**config.mk**
```make
export PLATFORM = sky130hd
export DESIGN_NAME = gpi_irq_periph
export DESIGN_NICKNAME = d
export VERILOG_FILES = /design/src/rtl/gpi_irq_periph.sv
export SDC_FILE = /design/constraint.sdc
export NUM_CORES = 1
export LEC_CHECK = 0
export ABC_AREA = 1
export ABC_CLOCK_PERIOD_IN_PS = 1200
export CAP_MARGIN = 10
export CORE_ASPECT_RATIO = 1.25
export CORE_MARGIN = 2
export CORE_UTILIZATION = 35
export CTS_BUF_LIST = sky130_fd_sc_hd__clkbuf_8
export DETAILED_ROUTE_END_ITERATION = 16
export GPL_TIMING_DRIVEN = 0
export PLACE_DENSITY = 0.73
export SYNTH_ARGS = -nofsm -noshare
export SYNTH_HDL_FRONTEND = slang
export SYNTH_SLANG_ARGS = --single-unit
```
**constraint.sdc**
```tcl
create_clock -name PCLK -period 1.2 [get_ports PCLK]
set_input_delay 0.12 -clock PCLK [delete_from_list [all_inputs] [get_ports PCLK]]
set_output_delay 0.12 -clock PCLK [all_outputs]
set_load 0.01 [all_outputs]
```
**src/rtl/gpi_irq_periph.sv**
```systemverilog
// rtl/gpi_irq_periph.sv - APB general-purpose input block with per-pin edge interrupts
// Inputs are synchronized, masked by CR, and edge-detected into sticky W1C flags.
module gpi_irq_periph #(
  parameter int WIDTH       = 8,
  parameter int SYNC_STAGES = 2
) (
  input  logic             PCLK,
  input  logic             PRESET,
  input  logic [4:0]       PADDR,
  input  logic             PWRITE,
  input  logic             PENABLE,
  input  logic [31:0]      PWDATA,
  input  logic             PSEL,
  output logic [31:0]      PRDATA,
  output logic             PREADY,
  input  logic [WIDTH-1:0] gpi,
  output logic             irq
);

  localparam logic [2:0] A_CR   = 3'd0;
  localparam logic [2:0] A_IDR  = 3'd1;
  localparam logic [2:0] A_RIER = 3'd2;
  localparam logic [2:0] A_FIER = 3'd3;
  localparam logic [2:0] A_ISR  = 3'd4;

  logic [WIDTH-1:0] sync_q [SYNC_STAGES];
  logic [WIDTH-1:0] sync_d [SYNC_STAGES];
  logic [WIDTH-1:0] cr_q, cr_d;
  logic [WIDTH-1:0] rier_q, rier_d;
  logic [WIDTH-1:0] fier_q, fier_d;
  logic [WIDTH-1:0] isr_q, isr_d;
  logic [WIDTH-1:0] prev_q, prev_d;
  logic [WIDTH-1:0] masked, rise, fall, w1c, wdata, rdata;
  logic             access, wr_en, rd_en;
  logic [2:0]       word;
  logic             unused_bits;

  assign access      = PSEL & PENABLE;
  assign PREADY      = access;
  assign wr_en       = access & PWRITE;
  assign rd_en       = access & ~PWRITE;
  assign word        = PADDR[4:2];
  assign wdata       = PWDATA[WIDTH-1:0];
  assign unused_bits = ^{PADDR[1:0], PWDATA};

  // Disabling a pin drives its masked value low, so CR changes create edges too.
  assign masked = sync_q[SYNC_STAGES-1] & cr_q;
  assign rise   = masked & ~prev_q;
  assign fall   = prev_q & ~masked;

  always_comb begin
    sync_d[0] = gpi;
    for (int i = 1; i < SYNC_STAGES; i++) begin
      sync_d[i] = sync_q[i-1];
    end
    cr_d   = cr_q;
    rier_d = rier_q;
    fier_d = fier_q;
    w1c    = '0;
    if (wr_en) begin
      case (word)
        A_CR:    cr_d   = wdata;
        A_RIER:  rier_d = wdata;
        A_FIER:  fier_d = wdata;
        A_ISR:   w1c    = wdata;
        default: ;
      endcase
    end
    // New events are OR-ed in after the clear so a coincident set survives.
    isr_d  = (isr_q & ~w1c) | (rise & rier_q) | (fall & fier_q);
    prev_d = masked;
  end

  always_comb begin
    rdata = '0;
    case (word)
      A_CR:    rdata = cr_q;
      A_IDR:   rdata = masked;
      A_RIER:  rdata = rier_q;
      A_FIER:  rdata = fier_q;
      A_ISR:   rdata = isr_q;
      default: rdata = '0;
    endcase
    PRDATA = rd_en ? 32'(rdata) : 32'h0;
  end

  always_ff @(posedge PCLK or negedge PRESET) begin
    if (!PRESET) begin
      for (int i = 0; i < SYNC_STAGES; i++) begin
        sync_q[i] <= '0;
      end
      cr_q   <= '0;
      rier_q <= '0;
      fier_q <= '0;
      isr_q  <= '0;
      prev_q <= '0;
    end else begin
      sync_q <= sync_d;
      cr_q   <= cr_d;
      rier_q <= rier_d;
      fier_q <= fier_d;
      isr_q  <= isr_d;
      prev_q <= prev_d;
    end
  end

  assign irq = |isr_q;

endmodule

```
==> Yosys cells after proc, flatten, opt, wreduce, memory -nomap -nowiden <==
Cells that the tools add are included.
{ "word_totals": {"reg_bits": 56, "memories": 0, "word_cells": 35, "ramBits": 0, "romBits": 0, "out_inout_bits": 34, "latch_bits": 0} }
{ "op_classes": {"muxes": 4, "n_shift": 0, "mul": 0, "addsub": 0, "div": 0, "eq_ne": 4, "order_cmp": 0, "bitwise_logic": 15, "reduce_logical": 5} }
{ "op_table": {"columns": ["operator", "count"], "rows": [
  ["bitwise AND 8 bit", 6],
  ["one-hot mux 8 bit (5 select lines)", 1],
  ["2-to-1 mux 8 bit", 3],
  ["NOT 8 bit", 3],
  ["OR 8 bit", 2],
  ["OR reduction 8 bit", 1],
  ["== test 3 x 2 -> 1 bit (second input constant)", 2],
  ["AND reduction 2 bit", 3],
  ["bitwise AND 1 bit", 3],
  ["== test 3 x 1 -> 1 bit (second input constant)", 1],
  ["== test 3 bit (second input constant)", 1],
  ["logical NOT 3 bit", 1],
  ["NOT 1 bit", 1]
]} }

==> Depth between registers and ports, before layout <==
{ "depth": {"depth_word": 7, "mapped_depth": 9, "mapped_depth_nobuf": 7} }

==> Least setup slack after synthesis <==
Ideal clock, no wire load.
{ "synth_path": {"path_type": "input to output", "from": "input port PADDR[2]", "to": "output port PRDATA[0]", "path_buffers": 2, "required_ps": 1080, "t_arrival_ps": 959, "path_stages": 9, "slack_ps": 121, "path_cell_list": "buf_6 > inv_2 > buf_6 > nand2_2 > nor2_4 > nand2_1 > nand2_1 > nor2_1 > nor2_1"} }
{ "synth_between": {"elab_chain_cells": 3} }
{ "synth_rtl": {"columns": ["element", "line_no", "source"], "rows": [
  ["start, declared", "9", "input logic [4:0] PADDR,"],
  ["== test 3 bit (tied with other cells)", "76", "case (word)"],
  ["one-hot mux 8 bit (5 select lines) *", "76", null],
  ["2-to-1 mux 8 bit *", "84", "PRDATA = rd_en ? 32'(rdata) : 32'h0;"],
  ["end, declared", "14", "output logic [31:0] PRDATA,"]
]} }
Every way passes the cells marked *; elsewhere a longest branch is shown, timed or not.

==> Worst setup path after layout <==
{ "layout_path": {"from": "register isr_q[2]", "to": "output port PRDATA[2]"} }
{ "layout_between": {"elab_chain_cells": 2} }
{ "layout_rtl": {"columns": ["element", "line_no", "source"], "rows": [
  ["start, declared", "31", "logic [WIDTH-1:0] isr_q, isr_d;"],
  ["start signal, assigned", "102", "isr_q <= isr_d;"],
  ["one-hot mux 8 bit (5 select lines)", "76", null],
  ["2-to-1 mux 8 bit", "84", null]
]} }
No other way between the ends.

==> summary.txt <==
CTS
  – Clock-pin slew on the worst setup and hold paths: roughly 0.09 ns
  – Clk root buf: clkbuf_8
  – H-tree Lvls: 2
  – CTS sink count: 56
  – Clk_lat worst skew: 0.32 ns
  – CTS tree: done
  – Clock Path Buffers: 2
  – CTS buffer count: 5

STA
  – Worst setup margin: -0.327 ns
  – Hold Vio Cnt, Final: 0
  – Fmax: 655 MHz
  – Worst slew pin tran: around 0.5 ns
  – Setup violators final: 9
  – Slew margin rel.: 0.660
  – RSZ-0062 raised after global routing: yes
  – WHS: approximately 0.23 ns
  – Clock skew: 0.0103 ns
  – Fin crit period: 1.53 ns
  – Fin crit share: 1.27
  – Count of pins over their slew limit: 0

Yosys
  – Syn Inst Count: 306
  – Largest area contributor in the netlist: dfrtp_1
  – Mean post-synth cell area: 8.64 um^2
  – Synth area leaders: dfrtp_1 (53%), nand2_1 (8.5%), buf_4 (7.1%)
  – Synth top area share: 0.530
  – Synth unique cells: 24
  – Area of the mapped netlist: roughly 2600 um^2
  – #FFs+latches synth: 56
  – Synth warn: 0
  – Register area share after synthesis: 0.530

Drt
  – WL/cell: 16.1 um
  – WL final: 8.49 mm
  – # DRC: 0
  – Vias per cell: 5.10
  – First-pass iteration count of the detailed router: 5
  – Total number of vias: 2687
  – ANT nets after route: 0
  – Initial DRC Count: around 260

Floorplan
  – DIE AREA: 8270 um^2
  – Core footprint: 7360 um^2
  – Die span in y: between 100 and 150 um
  – Initial Util: 0.359
  – I/O pin cnt: 84
  – Die X: ~80 um
  – Placement row count: 35

Global route
  – First-pass GRT wire length: around 12 mm
  – Gr ovfl total: 0
  – Global-route usage over all layers: 0.202
  – Number of global-route vias before repair: roughly 2600
  – Initial antenna violation count: 0
  – Largest net degree at the start of global routing: 36

Power
  – Int Pwr: ~3.2 mW
  – Sequential power share: 0.512
  – Static leakage: 2.06 nW
  – Max VDD drop: 0.000889 V
  – Clock power share: 0.231
  – Switching share of power: 0.306
  – Psw: 1.41 mW
  – Combinational share of power: 0.256
  – Pwr dens: 1150 nW/um^2
  – Total Power: 4.62 mW

Critical path
  – Crit path DAT: 1.41 ns
  – CP max stage delay: between 0.4 and 0.5 ns
  – Startpoint type of the worst setup path: register
  – Worst-path maximum fanout: 2
  – Slowest CP cell: dfrtp_1
  – Cell Chain, Critical Path: buf_4 > buf_6 > nand2_1 > nand2_1 > nor2_1 > nor2_1 > buf_2
  – Crit. End Element: primary output
  – Reg2Reg Setup Slack: 0.12 ns
  – Setup CP Type: reg2out
  – WP data required: 1.08 ns

Layout
  – Fin nets: 484
  – Share of post-route cells with drive strength above 1: 0.405
  – Non-Filler Instances: about 530
  – Area grow syn2layout: 52.7%
  – Final core occ: 0.548
  – Final Cell Area: between 4000 and 5000 um^2
  – Antenna fix cells: 0

Placement
  – Placed Cells: 455
  – Port bufs: 33
  – Dpl cell area: 3190 um^2
  – Post-DP HPWL: about 4.5 mm
  – Placer Congestion: 0.839

Run status
  – Failing checks: setup timing
  – Status: complete, but fails checks

Job
  – Max-cap violations: 0

Hold path
  – Hold Crit Class: in2reg
cells in the mapped netlist (all sizes together):
cell type  count
nand3         25
conb           1
clkinv         1
buf           33
inv           38
and3           1
a21oi          2
a31oi          6
nor2          20
nand4         18
dfrtp         56
nor3           6
clkbuf         1
nand2         62
nor4           2
o21ai         34
stage by stage:
stage	setup WS [ns]	setup TNS [ns]
finish	-0.327	-2.14
floorplan	0.121	0
global route	-0.374	-2.60
detailed placement	-1.18	-30.68
global placement	-1.66	-122.74
CTS	-0.249	-1.92
worst max-delay path, delay by kind of cell, from the launching register on:
family | cells | cell delay [ns]
flip-flops | 1 | 0.44
buffers and inverters | 3 | 0.40
AND/OR/NAND/NOR | 4 | 0.25
cells in the final DEF (no fill, tap or decap), types with 2 or more instances in the layout:
master,netlist,final
buf_4,25,75
dfrtp_1,56,55
nand2_1,60,47
inv_1,36,29
o21ai_0,25,25
conb_1,1,24
nand3_2,0,19
buf_6,2,18
nand4_1,18,18
clkdlybuf4s50_1,0,16
nand2_2,1,12
nor2_1,16,11
buf_2,6,11
inv_2,2,9
o21ai_1,9,9
nor3_1,6,6
a31oi_1,6,6
clkbuf_8,0,6
nand3_1,25,5
nor2_2,1,5
nor2_4,3,4
dlygate4sd2_1,0,4
nand2_4,1,3
buf_8,0,3
inv_4,0,2
a21oi_1,2,2
state kept, by name, indices dropped and copies added, names as in the netlist:
register  count
prev_q        8
rier_q        8
isr_q         8
fier_q        8
cr_q          8
sync_q        8
sync_d        8
power by group through the flow:
stage	logic [mW]	registers [mW]	clock network [mW]
after detailed placement	0.724	2.37	0
after floorplan	0.488	2.32	0
after CTS	1.02	2.35	1.07
after global placement	0.694	2.36	0
after global routing	1.28	2.39	1.13
final	1.19	2.37	1.07
worst paths after layout:
check                               start        end  depth (start not counted)
worst max register to register    cr_q[3]   isr_q[3]                          5
worst min register to register  sync_d[7]  sync_q[7]                          0
worst min-delay path               gpi[6]  sync_d[6]                          1
worst max-delay path             isr_q[2]  PRDATA[2]                          7
max in group asynchronous          PRESET   isr_q[7]                          3
min in group asynchronous          PRESET  prev_q[6]                          2
routing by layer:
| metal | part of all wire | routed length [um] | track usage |
|---|---|---|---|
| met3 | 0.092 | 781 | 0.0472 |
| met1 | 0.36 | 3020 | 0.227 |
| met5 | 0 | 0 | 0 |
| met4 | 0.048 | 406 | 0.146 |
| met2 | 0.50 | 4280 | 0.330 |
final cells by class:
cell class              count  area (um^2)
clock buffers               6         82.6
repair buffers             99          866
multi-input cells         200         1120
fillers                   638         3320
clock inverters             2         7.51
flip-flops and latches     56         1400
plain buffers              33          272
well taps                  92          115
inverters                  39          164
kinds of logic (layout without fill, tap and decap cells):
| logic type | count (synthesis) | in the layout | share of synthesized area |
|---|---|---|---|
| buffers and inverters | 73 | 179 | 0.148 |
| DFF | 56 | 56 | 0.530 |
| other | 1 | 24 | 0.00142 |
| AOI/OAI and AO/OA | 42 | 42 | 0.0824 |
| and+or+nand+nor | 134 | 134 | 0.238 |
what timing repair did:
action,CTS,global route
hold buffers,1,0
setup buffers,46,17
resized for setup,120,25
cloned,1,0
endpoints found under the hold margin,21,0
setup endpoints to repair,42,15
pin swaps,28,37
(Power assumes the default switching activity.)
